**src/rtl/elevator_pkg.sv**
```systemverilog
// Shared definitions for the elevator scheduler.
// Contents: floor count and index width, direction encodings, FSM state
// encoding, and a helper that sizes the cycle timers.
package elevator_pkg;

  localparam int unsigned NUM_FLOORS = 16;
  localparam int unsigned FLOOR_W    = 4;

  localparam logic DIR_UP   = 1'b1;
  localparam logic DIR_DOWN = 1'b0;

  typedef enum logic [2:0] {
    IDLE      = 3'd0,
    MOVE_UP   = 3'd1,
    MOVE_DOWN = 3'd2,
    ARRIVE    = 3'd3,
    DOOR_OPEN = 3'd4,
    HALT      = 3'd5
  } state_t;

  // Width needed to hold (cycles-1). A one-cycle timer still uses one bit.
  function automatic int unsigned timer_width(input int unsigned cycles);
    return (cycles < 2) ? 1 : $clog2(cycles);
  endfunction

endpackage

```
**src/rtl/elev_cycle_timer.sv**
```systemverilog
// Load/expire down-counter used to time floor travel and door dwell.
// Ports:
//   clk, reset  - clock and asynchronous active-high reset
//   load        - reload the counter with load_value (has priority)
//   load_value  - reload value (cycles - 1)
//   run         - decrement by one each cycle while nonzero
//   expired     - high while the count is zero
module elev_cycle_timer #(
  parameter int unsigned WIDTH = 4
) (
  input  logic             clk,
  input  logic             reset,
  input  logic             load,
  input  logic [WIDTH-1:0] load_value,
  input  logic             run,
  output logic             expired
);

  logic [WIDTH-1:0] count;

  always_ff @(posedge clk or posedge reset) begin
    if (reset) begin
      count <= '0;
    end else if (load) begin
      count <= load_value;
    end else if (run && (count != '0)) begin
      count <= count - WIDTH'(1);
    end
  end

  assign expired = (count == '0);

endmodule

```
**src/rtl/elevator_scan_scheduler.sv**
```systemverilog
// LOOK request scheduler for the elevator: latches button presses into a
// pending bitmap, keeps travelling in the current direction while requests
// remain ahead, then reverses. Times floor travel and door dwell, and drives
// the external floor counter.
// Ports:
//   clk, reset        - clock and asynchronous active-high reset
//   floor_buttons     - level button inputs, bit n requests floor n
//   current_floor     - floor counter value
//   count_enable      - combinational one-cycle step pulse to the counter
//   up_down           - counter direction, 1 = up
//   door_open         - high while the door is open
//   moving            - high while travelling or arriving
//   pending_requests  - registered pending-request bitmap
//   estop             - emergency stop (only when ELEV_ESTOP_EN is defined)
// Optional feature macro: ELEV_ESTOP_EN adds the estop input and HALT state.
module elevator_scan_scheduler
  import elevator_pkg::*;
#(
  parameter int unsigned TRAVEL_CYCLES = 4,
  parameter int unsigned DWELL_CYCLES  = 8
) (
  input  logic                  clk,
  input  logic                  reset,
  input  logic [NUM_FLOORS-1:0] floor_buttons,
  input  logic [FLOOR_W-1:0]    current_floor,
  output logic                  count_enable,
  output logic                  up_down,
  output logic                  door_open,
  output logic                  moving,
  output logic [NUM_FLOORS-1:0] pending_requests
`ifdef ELEV_ESTOP_EN
  ,
  input  logic                  estop
`endif
);

  localparam int unsigned TRAVEL_W = timer_width(TRAVEL_CYCLES);
  localparam int unsigned DWELL_W  = timer_width(DWELL_CYCLES);

  state_t                state, next_state;
  logic                  dir, next_dir;
  logic [NUM_FLOORS-1:0] pending, clr;
  logic                  above, below, pend_here, at_limit, ahead;
  logic                  travel_load, travel_expired;
  logic                  dwell_load, dwell_expired;

  // Request-priority terms relative to the current floor.
  always_comb begin
    above = 1'b0;
    below = 1'b0;
    for (int unsigned i = 0; i < NUM_FLOORS; i++) begin
      if (pending[i] && (i > 32'(current_floor))) above = 1'b1;
      if (pending[i] && (i < 32'(current_floor))) below = 1'b1;
    end
  end

  assign pend_here = pending[current_floor];
  assign ahead     = (dir == DIR_UP) ? above : below;
  assign at_limit  = (dir == DIR_UP) ? (current_floor == FLOOR_W'(NUM_FLOORS - 1))
                                     : (current_floor == '0);

  // The served floor is cleared only while the door is open; a press of that
  // floor in the same cycle therefore never sets its bit.
  assign clr = (state == DOOR_OPEN) ? (NUM_FLOORS'(1) << current_floor) : '0;

  elev_cycle_timer #(.WIDTH(TRAVEL_W)) u_travel_timer (
    .clk        (clk),
    .reset      (reset),
    .load       (travel_load),
    .load_value (TRAVEL_W'(TRAVEL_CYCLES - 1)),
    .run        ((state == MOVE_UP) || (state == MOVE_DOWN)),
    .expired    (travel_expired)
  );

  elev_cycle_timer #(.WIDTH(DWELL_W)) u_dwell_timer (
    .clk        (clk),
    .reset      (reset),
    .load       (dwell_load),
    .load_value (DWELL_W'(DWELL_CYCLES - 1)),
    .run        (state == DOOR_OPEN),
    .expired    (dwell_expired)
  );

  // State, direction, pending bitmap and registered status outputs.
  always_ff @(posedge clk or posedge reset) begin
    if (reset) begin
      state     <= IDLE;
      dir       <= DIR_UP;
      pending   <= '0;
      door_open <= 1'b0;
      moving    <= 1'b0;
    end else begin
      state     <= next_state;
      dir       <= next_dir;
      pending   <= (pending | floor_buttons) & ~clr;
      door_open <= (next_state == DOOR_OPEN);
      moving    <= (next_state == MOVE_UP) || (next_state == MOVE_DOWN) ||
                   (next_state == ARRIVE);
    end
  end

  // Next-state logic and counter step pulse.
  always_comb begin
    next_state   = state;
    next_dir     = dir;
    count_enable = 1'b0;
    travel_load  = 1'b0;
    dwell_load   = 1'b0;
    case (state)
      IDLE: begin
        if (pend_here) begin
          next_state = DOOR_OPEN;
          dwell_load = 1'b1;
        end else if (above && ((dir == DIR_UP) || !below)) begin
          next_state  = MOVE_UP;
          next_dir    = DIR_UP;
          travel_load = 1'b1;
        end else if (below) begin
          next_state  = MOVE_DOWN;
          next_dir    = DIR_DOWN;
          travel_load = 1'b1;
        end
      end
      MOVE_UP, MOVE_DOWN: begin
        if (travel_expired) begin
          // A step past either end can only come from corrupt feedback.
          if (at_limit) begin
            next_state = IDLE;
          end else begin
            count_enable = 1'b1;
            next_state   = ARRIVE;
          end
        end
      end
      ARRIVE: begin
        if (pend_here) begin
          next_state = DOOR_OPEN;
          dwell_load = 1'b1;
        end else if (ahead) begin
          next_state  = (dir == DIR_UP) ? MOVE_UP : MOVE_DOWN;
          travel_load = 1'b1;
        end else begin
          next_state = IDLE;
        end
      end
      DOOR_OPEN: begin
        // Pressing the open floor keeps the door open for a full dwell.
        if (floor_buttons[current_floor]) begin
          dwell_load = 1'b1;
        end else if (dwell_expired) begin
          next_state = IDLE;
        end
      end
`ifdef ELEV_ESTOP_EN
      HALT: begin
        if (!estop) next_state = IDLE;
      end
`endif
      default: next_state = IDLE;
    endcase
`ifdef ELEV_ESTOP_EN
    // Any in-flight step pulse this cycle still reaches the counter.
    if (estop) next_state = HALT;
`endif
  end

  assign up_down          = dir;
  assign pending_requests = pending;

endmodule
```
**config.mk**
```make
export PLATFORM = sky130hd
export DESIGN_NAME = elevator_scan_scheduler
export DESIGN_NICKNAME = d
export VERILOG_FILES = /design/src/rtl/elevator_pkg.sv /design/src/rtl/elev_cycle_timer.sv /design/src/rtl/elevator_scan_scheduler.sv
export SDC_FILE = /design/constraint.sdc
export NUM_CORES = 1
export LEC_CHECK = 0
export CAP_MARGIN = 10
export CORE_MARGIN = 2
export CORE_UTILIZATION = 50
export DETAILED_ROUTE_END_ITERATION = 12
export HOLD_SLACK_MARGIN = 0.12
export PLACE_DENSITY = 0.79
export SLEW_MARGIN = 20
export SYNTH_ARGS = -nofsm -noshare
export SYNTH_HDL_FRONTEND = slang
export SYNTH_SLANG_ARGS = --single-unit
```
**constraint.sdc**
```tcl
create_clock -name clk -period 2.55 [get_ports clk]
set_clock_uncertainty 0.1 [all_clocks]
set_input_delay 0.255 -clock clk [delete_from_list [all_inputs] [get_ports clk]]
set_output_delay 0.255 -clock clk [all_outputs]
set_load 0.02 [all_outputs]
```
== Word-level counts from Yosys, hierarchy flattened ==
Cells that the tools add are included.

* Register bits after elaboration: 27
* Output and inout port bits: 20
* Word-level logic and storage cells: 170

* $add $sub $neg: 2
* $lt $le $gt $ge: 31
* Equal/unequal tests: 9
* Shift-type cells: 1
* Mux-type cells: 66
* Bitwise operators: 4
* Reductions and logical operators: 50

{| class="wikitable"
|+ Operators by type and width
! cell !! number
|-
| 1-bit 2-to-1 mux || 46
|-
| 1-bit logical AND || 33
|-
| 4-bit > comparator (first input constant) || 8
|-
| 4-bit < comparator (first input constant) || 7
|-
| 3-bit 2-to-1 mux || 9
|-
| 16-bit AND || 1
|-
| 3-bit by 4-bit > comparator with 1-bit output (first input constant) || 4
|-
| 3-bit by 4-bit < comparator with 1-bit output (first input constant) || 4
|-
| 16-bit 2-to-1 mux || 1
|-
| 16-bit inverter || 1
|-
| 16-bit OR || 1
|-
| 1-bit by 4-bit left shift with 16-bit output (first input constant) || 1
|-
| 3-bit by 2-bit equality test with 1-bit output (second input constant) || 4
|-
| 3-bit one-hot mux with 4 select lines || 1
|-
| 2-bit 2-to-1 mux || 5
|-
| 1-bit binary-select mux with 4-bit select || 2
|-
| 2-bit by 4-bit > comparator with 1-bit output (first input constant) || 2
|-
| 1-bit by 4-bit < comparator with 1-bit output (first input constant) || 2
|-
| 2-bit by 4-bit < comparator with 1-bit output (first input constant) || 2
|-
| 2-bit nonzero test || 4
|-
| 3-bit by 1-bit equality test with 1-bit output (second input constant) || 2
|-
| 3-bit equality test (second input constant) || 2
|-
| 3-bit zero test || 2
|-
| 4-bit by 5-bit < comparator with 1-bit output (second input constant) || 1
|-
| 13 further kinds || 18
|}

== Longest topological paths before layout ==
Gate-level depths: netlist (run 1).

* Depth in word-level cells: 26
* Gate-level depth with buffers: 10
* Depth with buffers taken out: 7

== Modules after synthesis ==
From an unflattened synthesis (run 1), not the netlist that was laid out.

* Cells, all modules: 209
* Area total of the unflattened synthesis: 1940.6 µm²

{| class="wikitable"
|+ Modules (own cells, without submodules)
! module !! instances !! cells an instance !! area each (µm²) !! seq. area each (µm²)
|-
| elevator_scan_scheduler || 1 || 176 || 1611.5 || 551.8
|-
| elev_cycle_timer at u_dwell_timer || 1 || 20 || 193.9 || 75.1
|-
| elev_cycle_timer at u_travel_timer || 1 || 13 || 135.1 || 50.0
|}

== Least setup slack after synthesis (run 1) ==
OpenSTA, ideal clock, no wires.

* Kind: register to register
* From: register dir, in the netlist up_down
* To: register moving
* Setup time: 0.064 ns
* Arrival: 2.169 ns
* Setup slack: 0.216 ns
* Cell stages (with the launch flop): 7
* Path buffers: 1
* Period minus slack after synthesis: 2.334 ns
* Cell sequence: dfstp_2 clkbuf_1 o22ai_1 nor4b_1 a21oi_1 o31ai_4 a211o_1

* Word-level cells in the longest chain between the ends: 8

{| class="wikitable"
|+ RTL lines
! what !! line !! text
|-
| from (decl) || elevator_scan_scheduler.sv:41 || <nowiki>logic dir, next_dir;</nowiki>
|-
| from (signal assigned) || elevator_scan_scheduler.sv:94 || <nowiki>dir <= next_dir;</nowiki>
|-
| 1-bit logical OR || elevator_scan_scheduler.sv:114 || <nowiki>end else if (above && ((dir == DIR_UP) || !below)) begin</nowiki>
|-
| 1-bit logical AND || elevator_scan_scheduler.sv:114 ||
|-
| 3-bit 2-to-1 mux || elevator_scan_scheduler.sv:114 ||
|-
| 3-bit 2-to-1 mux || elevator_scan_scheduler.sv:111 || <nowiki>if (pend_here) begin</nowiki>
|-
| 3-bit one-hot mux with 4 select lines * || elevator_scan_scheduler.sv:109 || <nowiki>case (state)</nowiki>
|-
| via next_state[0] || elevator_scan_scheduler.sv:40 || <nowiki>state_t state, next_state;</nowiki>
|-
| 3-bit by 1-bit equality test with 1-bit output or 3-bit by 2-bit equality test with 1-bit output (tied branches) || elevator_scan_scheduler.sv:97 || <nowiki>moving <= (next_state == MOVE_UP) || (next_state == MOVE_DOWN) ||</nowiki>
|-
| 1-bit logical OR || elevator_scan_scheduler.sv:97 ||
|-
| 1-bit logical OR * || elevator_scan_scheduler.sv:97 ||
|-
| to (signal assigned) || elevator_scan_scheduler.sv:97 ||
|-
| to (decl) || elevator_scan_scheduler.sv:29 || <nowiki>output logic moving,</nowiki>
|}

The timed path passes the listed nets; every way through them passes the cells marked *.
A chain may end at the register's enable or synchronous reset.

== Worst setup path in the final report (run 1) ==
* From: input current_floor[2]
* To: register moving

* Word-level cells in the longest chain between the ends: 26

{| class="wikitable"
|+ RTL lines
! what !! line !! text
|-
| from (decl) || elevator_scan_scheduler.sv:25 || <nowiki>input logic [FLOOR_W-1:0] current_floor,</nowiki>
|-
| 1-bit by 4-bit < comparator with 1-bit output || elevator_scan_scheduler.sv:53 || <nowiki>if (pending[i] && (i < 32'(current_floor))) below = 1'b1;</nowiki>
|-
| 1-bit logical AND || elevator_scan_scheduler.sv:53 ||
|-
| 1-bit 2-to-1 mux (15 in a row) || elevator_scan_scheduler.sv:53 ||
|-
| 1-bit zero test || elevator_scan_scheduler.sv:114 ||
|-
| 1-bit logical OR || elevator_scan_scheduler.sv:114 ||
|-
| 1-bit logical AND || elevator_scan_scheduler.sv:114 ||
|-
| 3-bit 2-to-1 mux || elevator_scan_scheduler.sv:114 ||
|-
| 3-bit 2-to-1 mux || elevator_scan_scheduler.sv:111 ||
|-
| 3-bit one-hot mux with 4 select lines * || elevator_scan_scheduler.sv:109 ||
|-
| 3-bit by 1-bit equality test with 1-bit output or 3-bit by 2-bit equality test with 1-bit output (tied branches) || elevator_scan_scheduler.sv:97 ||
|-
| 1-bit logical OR || elevator_scan_scheduler.sv:97 ||
|-
| 1-bit logical OR * || elevator_scan_scheduler.sv:97 ||
|}

Every way passes the cells marked *; elsewhere a longest branch is shown, timed or not. The select of a mux whose other input is x is not followed.

==> impl_metrics.env, run 1 <==
export IMPL_run_status="completed"
export IMPL_clock_latency_ps=280
export IMPL_cts_inserted_buffers=3
export IMPL_syn_avg_cell_area_sq_um=9.71
export IMPL_critical_path_reg2reg_endpoint="moving"
export IMPL_antennaDiodeCount=0
export IMPL_synth_fa_ha_area_share_pct=2.01
export IMPL_place_inst=296
export IMPL_final_core_util_pct=69.4
export IMPL_syn_to_final_growth_pct=35.3
export IMPL_critPathBufInv=2
export IMPL_synth_top_family_by_area="compound AO/OA/AOI/OAI gates"
export IMPL_clockBufferDepth=2
export IMPL_rsz0062_at_grt="no"
export IMPL_crit_slowest_cell="or4_4"
export IMPL_syn_nets=217
export IMPL_finalCritPeriodShare_pct=94.4
export IMPL_synth_cells=192
export IMPL_cpLargestDelayFamily="compound AO/OA/AOI/OAI gates"
export IMPL_arrival_ps=2480
export IMPL_cts_resized=0
export IMPL_finalPower_mw=1.08
export IMPL_ant_nets=0
export IMPL_wl_microns=5110
export IMPL_routabilityCongestion=1.02
export IMPL_muxShareOfSynthArea_pct=11.5
export IMPL_finalHoldViolations=0
export IMPL_yosysWarnings=0
export IMPL_peakVddDrop_v=0.000252
export IMPL_ys_types=50
export IMPL_wire_per_inst_microns=17.0
export IMPL_cts_reportedPaths_clkPinSlew_ps=90
export IMPL_design_core_area_sq_um=3630
export IMPL_netlist_top_cell_by_area="dfrtp_1"
export IMPL_hold_buffers=0
export IMPL_crit_required_ps=2620
export IMPL_drc=0
export IMPL_setup_viol=0
export IMPL_period_minus_slack_ps=2410
export IMPL_io_pins=42
export IMPL_rrSetupSlack_ps=250
export IMPL_antenna_found_initial=0
export IMPL_yosys_area_share_simple_pct=15.2
export IMPL_drive_above_1_share_pct=17.9
export IMPL_die_area_sq_um=4230
export IMPL_async_flop_share_pct=100
export IMPL_synth_area_leaders="dfrtp_1, mux4_1, o22a_1"
export IMPL_htreeDepth=1
export IMPL_grtUsageTotal_pct=26.0
export IMPL_final_cells=300
export IMPL_tightest_slew_ps=565
export IMPL_grt_max_degree=28
export IMPL_relSlewSlack_pct=62.1
export IMPL_root_buffer="clkbuf_8"
export IMPL_ys_seq_elements=27
export IMPL_synth_compound_area_share_pct=26.6
export IMPL_maxCapViolCount=0
export IMPL_start_util_pct=51.3
export IMPL_synth_flop_cell="dfrtp_1"
export IMPL_netlist_area_leader_share_pct=34.9
export IMPL_grt_pass1_vias=1731
export IMPL_viasPerCell=6.06
export IMPL_clkSinkCount=27
export IMPL_slowest_delay_ps=530
export IMPL_post_cts_buffers=0
export IMPL_synth_most_common_cell="dfrtp_1"
export IMPL_finalMaxSlewViolations=0
export IMPL_cp_end_kind="flip-flop"
export IMPL_cp_start_kind="input port"
export IMPL_hpwl_microns=3980
export IMPL_syn_area_sq_um=1860
export IMPL_cp_max_fo=10
export IMPL_cts_tree="done"
export IMPL_die_h_microns=65.1
export IMPL_die_w_microns=65.1
export IMPL_yosysSeqAreaShare_pct=36.3
export IMPL_synth_common_cells="dfrtp_1, nand2_1, a21oi_1, nor2_1, o21ai_0"
export IMPL_core_rowCount=22
export IMPL_min_path_type="input port to asynchronous set/reset pin"
export IMPL_max_freq_ghz=0.416
export IMPL_worst_hold_slack_ps=229
export IMPL_drt_first_pass_iters=6
export IMPL_r2r_cells=6
export IMPL_overflow=0
export IMPL_grt_pass1_wl_microns=8420
export IMPL_port_buffers=41
export IMPL_p_leak_nw=1.04
export IMPL_vias=1817
export IMPL_synthXorXnorAreaFrac_pct=1.88
export IMPL_pwr_density_cell_nw_per_um2=429
export IMPL_layout_nets=278
export IMPL_synth_edf_count=0
export IMPL_crit_chain="clkdlybuf4s50_1 > buf_4 > a2111oi_0 > a21oi_1 > or4_4 > o21ai_0 > nor2_1 > a211o_1"
export IMPL_rr_startpoint="pending_requests[11]"
export IMPL_criticalPathCategory="input port to flip-flop"
export IMPL_drt_iter0_markers=247
## kinds of logic (layout without fill, tap and decap cells)
logic type	after synthesis	after routing
adders and majority gates	3	3
muxes	11	11
xor gates and xnor gates	4	4
buffers and inverters	22	82
AOI/OAI and AO/OA	69	69
and+or+nand+nor	56	56
DFF	27	27
## state kept, by name, summed over array words and instances (netlist names)
| name | count |
|---|---|
| moving | 1 |
| u_dwell_timer.count | 3 |
| up_down | 1 |
| state | 3 |
| u_travel_timer.count | 2 |
| pending_requests | 16 |
| door_open | 1 |
## metrics by stage
stage          area (sq um)  setup WS (ps)  TNS [ps]
6_report               2520            144         0
3_5_place_dp           2470           -164      -894
3_3_place_gp           2470           -127      -550
4_1_cts                2520           6.76         0
2_1_floorplan          1860            216         0
5_1_grt                2520           6.80         0
## final cells by class
type | instances | area [sq um]
Clock buffer | 3 | 41.3
Tap cell | 48 | 60.1
Multi-Input combinational cell | 143 | 1070
Timing Repair Buffer | 70 | 643
Clock inverter | 1 | 5.00
Inverter | 8 | 30.0
Sequential cell | 27 | 677
Fill cell | 302 | 1110
## placed cells by master (no fill, tap or decap), types with 4 or more instances in the layout
cell / count
a21oi_1: 14
buf_4: 28
clkdlybuf4s50_1: 40
dfrtp_1: 26
inv_1: 8
mux4_1: 4
nand2_1: 20
nand3_1: 4
nor2_1: 13
o211ai_1: 4
o21ai_0: 12
o22a_1: 9
o22ai_1: 4
o32a_1: 4
## how the worst max path moves through the flow
stage,start,end,slack [ps],cells after the start
finish,current_floor[2],moving,140,8
global route,current_floor[0],u_travel_timer.count[0],7,10
CTS,current_floor[0],count_enable,7,7
detailed placement,current_floor[0],u_dwell_timer.count[2],-160,6
global placement,current_floor[0],u_dwell_timer.count[2],-130,6
floorplan,up_down,moving,220,6
## worst reg2reg max path, stage by stage (launching register included)
cell,delay (ps)
dfrtp_1,400
a2111oi_0,430
a21oi_1,80
or4_4,530
o21ai_0,250
nor2_1,100
a211o_1,290
## metal layers
metal,GRT usage (%),up-vias,wire length [microns]
met3,3.47,12,469
li1,-,847,-
met5,0,-,0
met1,37.6,861,2250
met2,41.2,97,2290
met4,6.77,0,93
## power breakdown
group / switching (mW) / internal (mW)
sequential: 0.0371 / 0.466
combinational: 0.157 / 0.172
clock: 0.140 / 0.110
Power figures use the tool's default switching activity.
==> run 2: changes to the inputs <==
Settings changed: CORE_UTILIZATION 50 to 54, CTS_CLUSTER_SIZE set to 8, PLACE_DENSITY 0.79 to 0.85, SKIP_CTS_REPAIR_TIMING set to 1.
Clock period 2.55 ns to 2.85 ns, I/O delays scaled along.
==> run 2 against run 1 <==
Highest routed layer unchanged. Total power fell by 16%. Critical path type is now input port to output port. Largest cell class unchanged. Final cell count fell by 5.7%. Setup slack improved by 64 ps. Global-route usage rose by 0.63 points. Combinational power fell by 16%. Cell area fell by 5.3%. Routed wire length fell by 6.1%. Critical path depth fell by 1. Sequential cell count did not move.
==> impl_metrics.env, run 2 (synthesized netlist as in run 1, its figures left out) <==
export IMPL_viasPerCell=6.13
export IMPL_clkSinkCount=27
export IMPL_cp_max_fo=24
export IMPL_rr_startpoint="pending_requests[11]"
export IMPL_min_path_type="input port to asynchronous set/reset pin"
export IMPL_cts_inserted_buffers=3
export IMPL_drt_first_pass_iters=4
export IMPL_setup_viol=0
export IMPL_port_buffers=41
export IMPL_maxCapViolCount=0
export IMPL_finalSetupTns_ps=0
export IMPL_design_core_area_sq_um=3340
export IMPL_cp_start_kind="input port"
export IMPL_grt_pass1_wl_microns=8160
export IMPL_htreeDepth=1
export IMPL_syn_to_final_growth_pct=28.1
export IMPL_drc=0
export IMPL_cts_tree="done"
export IMPL_vias=1736
export IMPL_run_status="completed"
export IMPL_worst_hold_slack_ps=179
export IMPL_period_minus_slack_ps=2640
export IMPL_ant_nets=0
export IMPL_antennaDiodeCount=0
export IMPL_hpwl_microns=3650
export IMPL_grt_max_degree=28
export IMPL_drive_above_1_share_pct=12.7
export IMPL_crit_required_ps=2470
export IMPL_p_leak_nw=0.940
export IMPL_cp_end_kind="output port"
export IMPL_final_core_util_pct=71.6
export IMPL_tightest_slew_ps=533
export IMPL_antenna_found_initial=0
export IMPL_relSlewSlack_pct=64.2
export IMPL_finalMaxSlewViolations=0
export IMPL_grtUsageTotal_pct=26.6
export IMPL_start_util_pct=55.9
export IMPL_arrival_ps=2260
export IMPL_criticalPathCategory="input port to output port"
export IMPL_clock_latency_ps=340
export IMPL_cp_startpoint="current_floor[0]"
export IMPL_die_area_sq_um=3940
export IMPL_io_pins=42
export IMPL_rsz0062_at_grt="no"
export IMPL_layout_commonest_cell="clkdlybuf4s50_1"
export IMPL_drt_iter0_markers=206
export IMPL_largest_reg_flops=16
export IMPL_final_cell_mix="clkdlybuf4s50_1, dfrtp_1, nand2_1, a21oi_1"
export IMPL_fin_ws_ps=207
export IMPL_cts_reportedPaths_clkPinSlew_ps=150
export IMPL_layout_nets=263
export IMPL_pwr_density_cell_nw_per_um2=379
export IMPL_wire_per_inst_microns=16.9
export IMPL_routabilityCongestion=0.944
export IMPL_overflow=0
export IMPL_clockBufferDepth=2
export IMPL_peakVddDrop_v=0.000236
export IMPL_finalHoldViolations=0
export IMPL_root_buffer="clkbuf_4"
export IMPL_r2r_cells=6
export IMPL_wl_microns=4790
export IMPL_die_h_microns=62.8
export IMPL_place_ws_ps=48.0
export IMPL_finalCritPeriodShare_pct=92.7
export IMPL_max_freq_ghz=0.378
export IMPL_core_rowCount=21
export IMPL_die_w_microns=62.8
export IMPL_grt_pass1_vias=1685
-- run 2: cell type report --
class	count	area, sq um
multi-input combinational	143	1070
inverter	8	30.0
clock buffer	3	22.5
clock inverter	1	7.51
sequential	27	677
fill	274	948
tap	46	57.6
timing repair buffer	55	528
-- run 2: worst paths after layout --
check                                          to  slack [ps]
max                                  count_enable         210
min                          pending_requests[10]         180
max reg2reg                                moving         430
min reg2reg                u_dwell_timer.count[1]         430
max in group asynchronous                 up_down        2170
min in group clk           u_dwell_timer.count[1]         430
-- run 2: power by group --
part,switching (mW),internal [mW],leakage [nW]
clock,0.120,0.0539,0.0139
sequential,0.0374,0.417,0.269
combinational,0.135,0.142,0.657
total,0.292,0.613,0.940
-- run 2: worst max-delay path, cell delays in order --
cell and delay [ps]:
clkdlybuf4s50_1 440, buf_12 180, and2_1 190, nand2_1 80
o22ai_1 90, nor4b_1 330, clkdlybuf4s50_1 670
-- run 2: routing by layer --
layer,wire [microns],GRT usage [%]
met5,0,0
met4,91,10.0
met3,377,3.96
met2,2280,40.9
met1,2050,38.3
-- run 2: through the flow --
| stage | cell area [sq um] | power [mW] | std cells |
|---|---|---|---|
| 4_1_cts | 2390 | 0.909 | 283 |
| 3_5_place_dp | 2360 | 0.736 | 279 |
| 3_3_place_gp | 2360 | 0.726 | 279 |
| 5_1_grt | 2390 | 0.961 | 283 |
| 2_1_floorplan | 1860 | 0.621 | 192 |
| 6_report | 2390 | 0.905 | 283 |
==> run 3: changes to the inputs <==
Settings changed: GPL_TIMING_DRIVEN set to 0.
==> run 3 against run 2 <==
Sequential cell count unchanged. Cell area decreased by 2.1%. Critical path type unchanged. Die area unchanged. Combinational power fell by 1%. First-iteration DRC count decreased by 33%. Setup slack got worse by 81 ps.
==> impl_metrics.env, run 3 (synthesized netlist as in run 1, its figures left out) <==
export IMPL_io_pins=42
export IMPL_peakVddDrop_v=0.000294
export IMPL_fillerInstances=280
export IMPL_cp_end_kind="output port"
export IMPL_pwr_density_cell_nw_per_um2=388
export IMPL_rrSetupSlack_ps=370
export IMPL_crit_required_ps=2470
export IMPL_rsz0062_at_grt="no"
export IMPL_cpLargestDelayFamily="buffers and inverters"
export IMPL_port_buffers=38
export IMPL_viasPerCell=6.31
export IMPL_critPathBufInv=3
export IMPL_period_minus_slack_ps=2720
export IMPL_layout_commonest_cell="clkdlybuf4s50_1"
export IMPL_drt_iter0_markers=137
export IMPL_slowest_delay_ps=670
export IMPL_die_area_sq_um=3940
export IMPL_crit_slowest_cell="clkdlybuf4s50_1"
export IMPL_run_status="completed"
export IMPL_largest_reg_flops=16
export IMPL_cts_inserted_buffers=3
export IMPL_switching_share_pct=33.2
export IMPL_grt_max_degree=28
export IMPL_grt_pass1_wl_microns=8360
export IMPL_drive_above_1_share_pct=11.5
export IMPL_multi_input_area_sq_um=1070
export IMPL_vias=1767
export IMPL_finalHoldViolations=0
export IMPL_antenna_found_initial=0
export IMPL_grtUsageTotal_pct=26.8
export IMPL_maxCapViolCount=0
export IMPL_design_core_area_sq_um=3340
export IMPL_clockBufferDepth=2
export IMPL_finalMaxSlewViolations=0
export IMPL_min_path_type="input port to asynchronous set/reset pin"
export IMPL_routabilityCongestion=1.00
export IMPL_drc=0
export IMPL_cts_reportedPaths_clkPinSlew_ps=170
export IMPL_die_w_microns=62.8
export IMPL_criticalPathCategory="input port to output port"
export IMPL_arrival_ps=2340
export IMPL_finalPower_uw=907
export IMPL_critical_path_reg2reg_endpoint="u_travel_timer.count[1]"
export IMPL_root_buffer="clkbuf_4"
export IMPL_tightest_slew_ps=594
export IMPL_antennaDiodeCount=0
export IMPL_syn_to_final_growth_pct=25.4
export IMPL_start_util_pct=55.9
export IMPL_p_sw_uw=301
export IMPL_clkSinkCount=27
export IMPL_fin_ws_ps=126
export IMPL_r2r_cells=7
export IMPL_grt_pass1_vias=1659
export IMPL_combPwrFrac_pct=30.1
export IMPL_die_h_microns=62.8
export IMPL_dpl_cell_area_sq_um=2300
export IMPL_cp_start_kind="input port"
export IMPL_final_cell_mix="clkdlybuf4s50_1, dfrtp_1, nand2_1, a21oi_1, nor2_1"
export IMPL_drt_first_pass_iters=5
export IMPL_intPower_uw=606
export IMPL_finalCritPeriodShare_pct=95.6
export IMPL_clock_latency_ps=350
export IMPL_max_freq_ghz=0.367
export IMPL_overflow=0
export IMPL_crit_chain="clkdlybuf4s50_1 > buf_2 > and2_1 > nand2_1 > o22ai_1 > nor4b_2 > clkdlybuf4s50_1"
export IMPL_cp_max_fo=10
export IMPL_htreeDepth=1
export IMPL_clkPwrFrac_pct=19.7
export IMPL_ant_nets=0
export IMPL_relSlewSlack_pct=60.3
export IMPL_core_rowCount=21
export IMPL_layout_nets=260
export IMPL_wl_microns=5070
export IMPL_hpwl_microns=3860
export IMPL_setup_viol=0
export IMPL_stdcell_area_sq_um=2340
export IMPL_regArea_sq_um=677
export IMPL_wire_per_inst_microns=18.1
export IMPL_rr_startpoint="pending_requests[14]"
export IMPL_place_ws_ps=-84.3
export IMPL_p_leak_nw=0.906
export IMPL_pwr_share_seq_pct=50.2
export IMPL_final_cells=280
export IMPL_crit_top_cell="clkdlybuf4s50_1"
export IMPL_place_inst=276
export IMPL_cts_tree="done"
-- run 3: power by group through the flow --
| stage | logic [mW] | clock network [mW] | registers [mW] |
|---|---|---|---|
| final | 0.273 | 0.179 | 0.455 |
| after global routing | 0.294 | 0.199 | 0.459 |
| after CTS | 0.273 | 0.180 | 0.454 |
| after detailed placement | 0.273 | 0 | 0.460 |
| after global placement | 0.261 | 0 | 0.458 |
| after floorplan | 0.152 | 0 | 0.469 |
-- run 3: per-layer routing --
metal | share of wire, % | global-route usage, % | vias up
li1 | - | - | 816
met1 | 43 | 38.2 | 851
met2 | 47 | 42.7 | 93
met3 | 8.1 | 2.70 | 7
met4 | 1.7 | 9.72 | 0
met5 | 0 | 0 | -
-- run 3: layout make-up --
type / instances / area share (%)
Buffer: 14 / 3.91
Clock buffer: 3 / 0.963
Clock inverter: 1 / 0.321
Inverter: 8 / 1.28
Multi-Input combinational cell: 143 / 45.9
Sequential cell: 27 / 28.9
Tap cell: 46 / 2.46
Timing Repair Buffer: 38 / 16.3
-- run 3: how the worst max path moves through the flow --
| stage | startpoint | endpoint | cells past startpoint |
|---|---|---|---|
| after global placement | current_floor[1] | u_dwell_timer.count[1] | 7 |
| after detailed placement | current_floor[1] | u_dwell_timer.count[2] | 7 |
| after global routing | current_floor[1] | count_enable | 7 |
| after CTS | current_floor[1] | count_enable | 7 |
| after floorplan | up_down | moving | 6 |
| final | current_floor[1] | count_enable | 7 |
-- run 3: per-stage QoR --
step / TNS [ps] / hold WS (ps) / utilization (%)
after floorplan: 0 / 237 / -
after global placement: -71.4 / 390 / 69.0
after detailed placement: -247 / 401 / 69.0
after CTS: -0.0797 / 222 / 69.9
after global routing: 0 / 254 / 70.1
final: 0 / 188 / 70.1
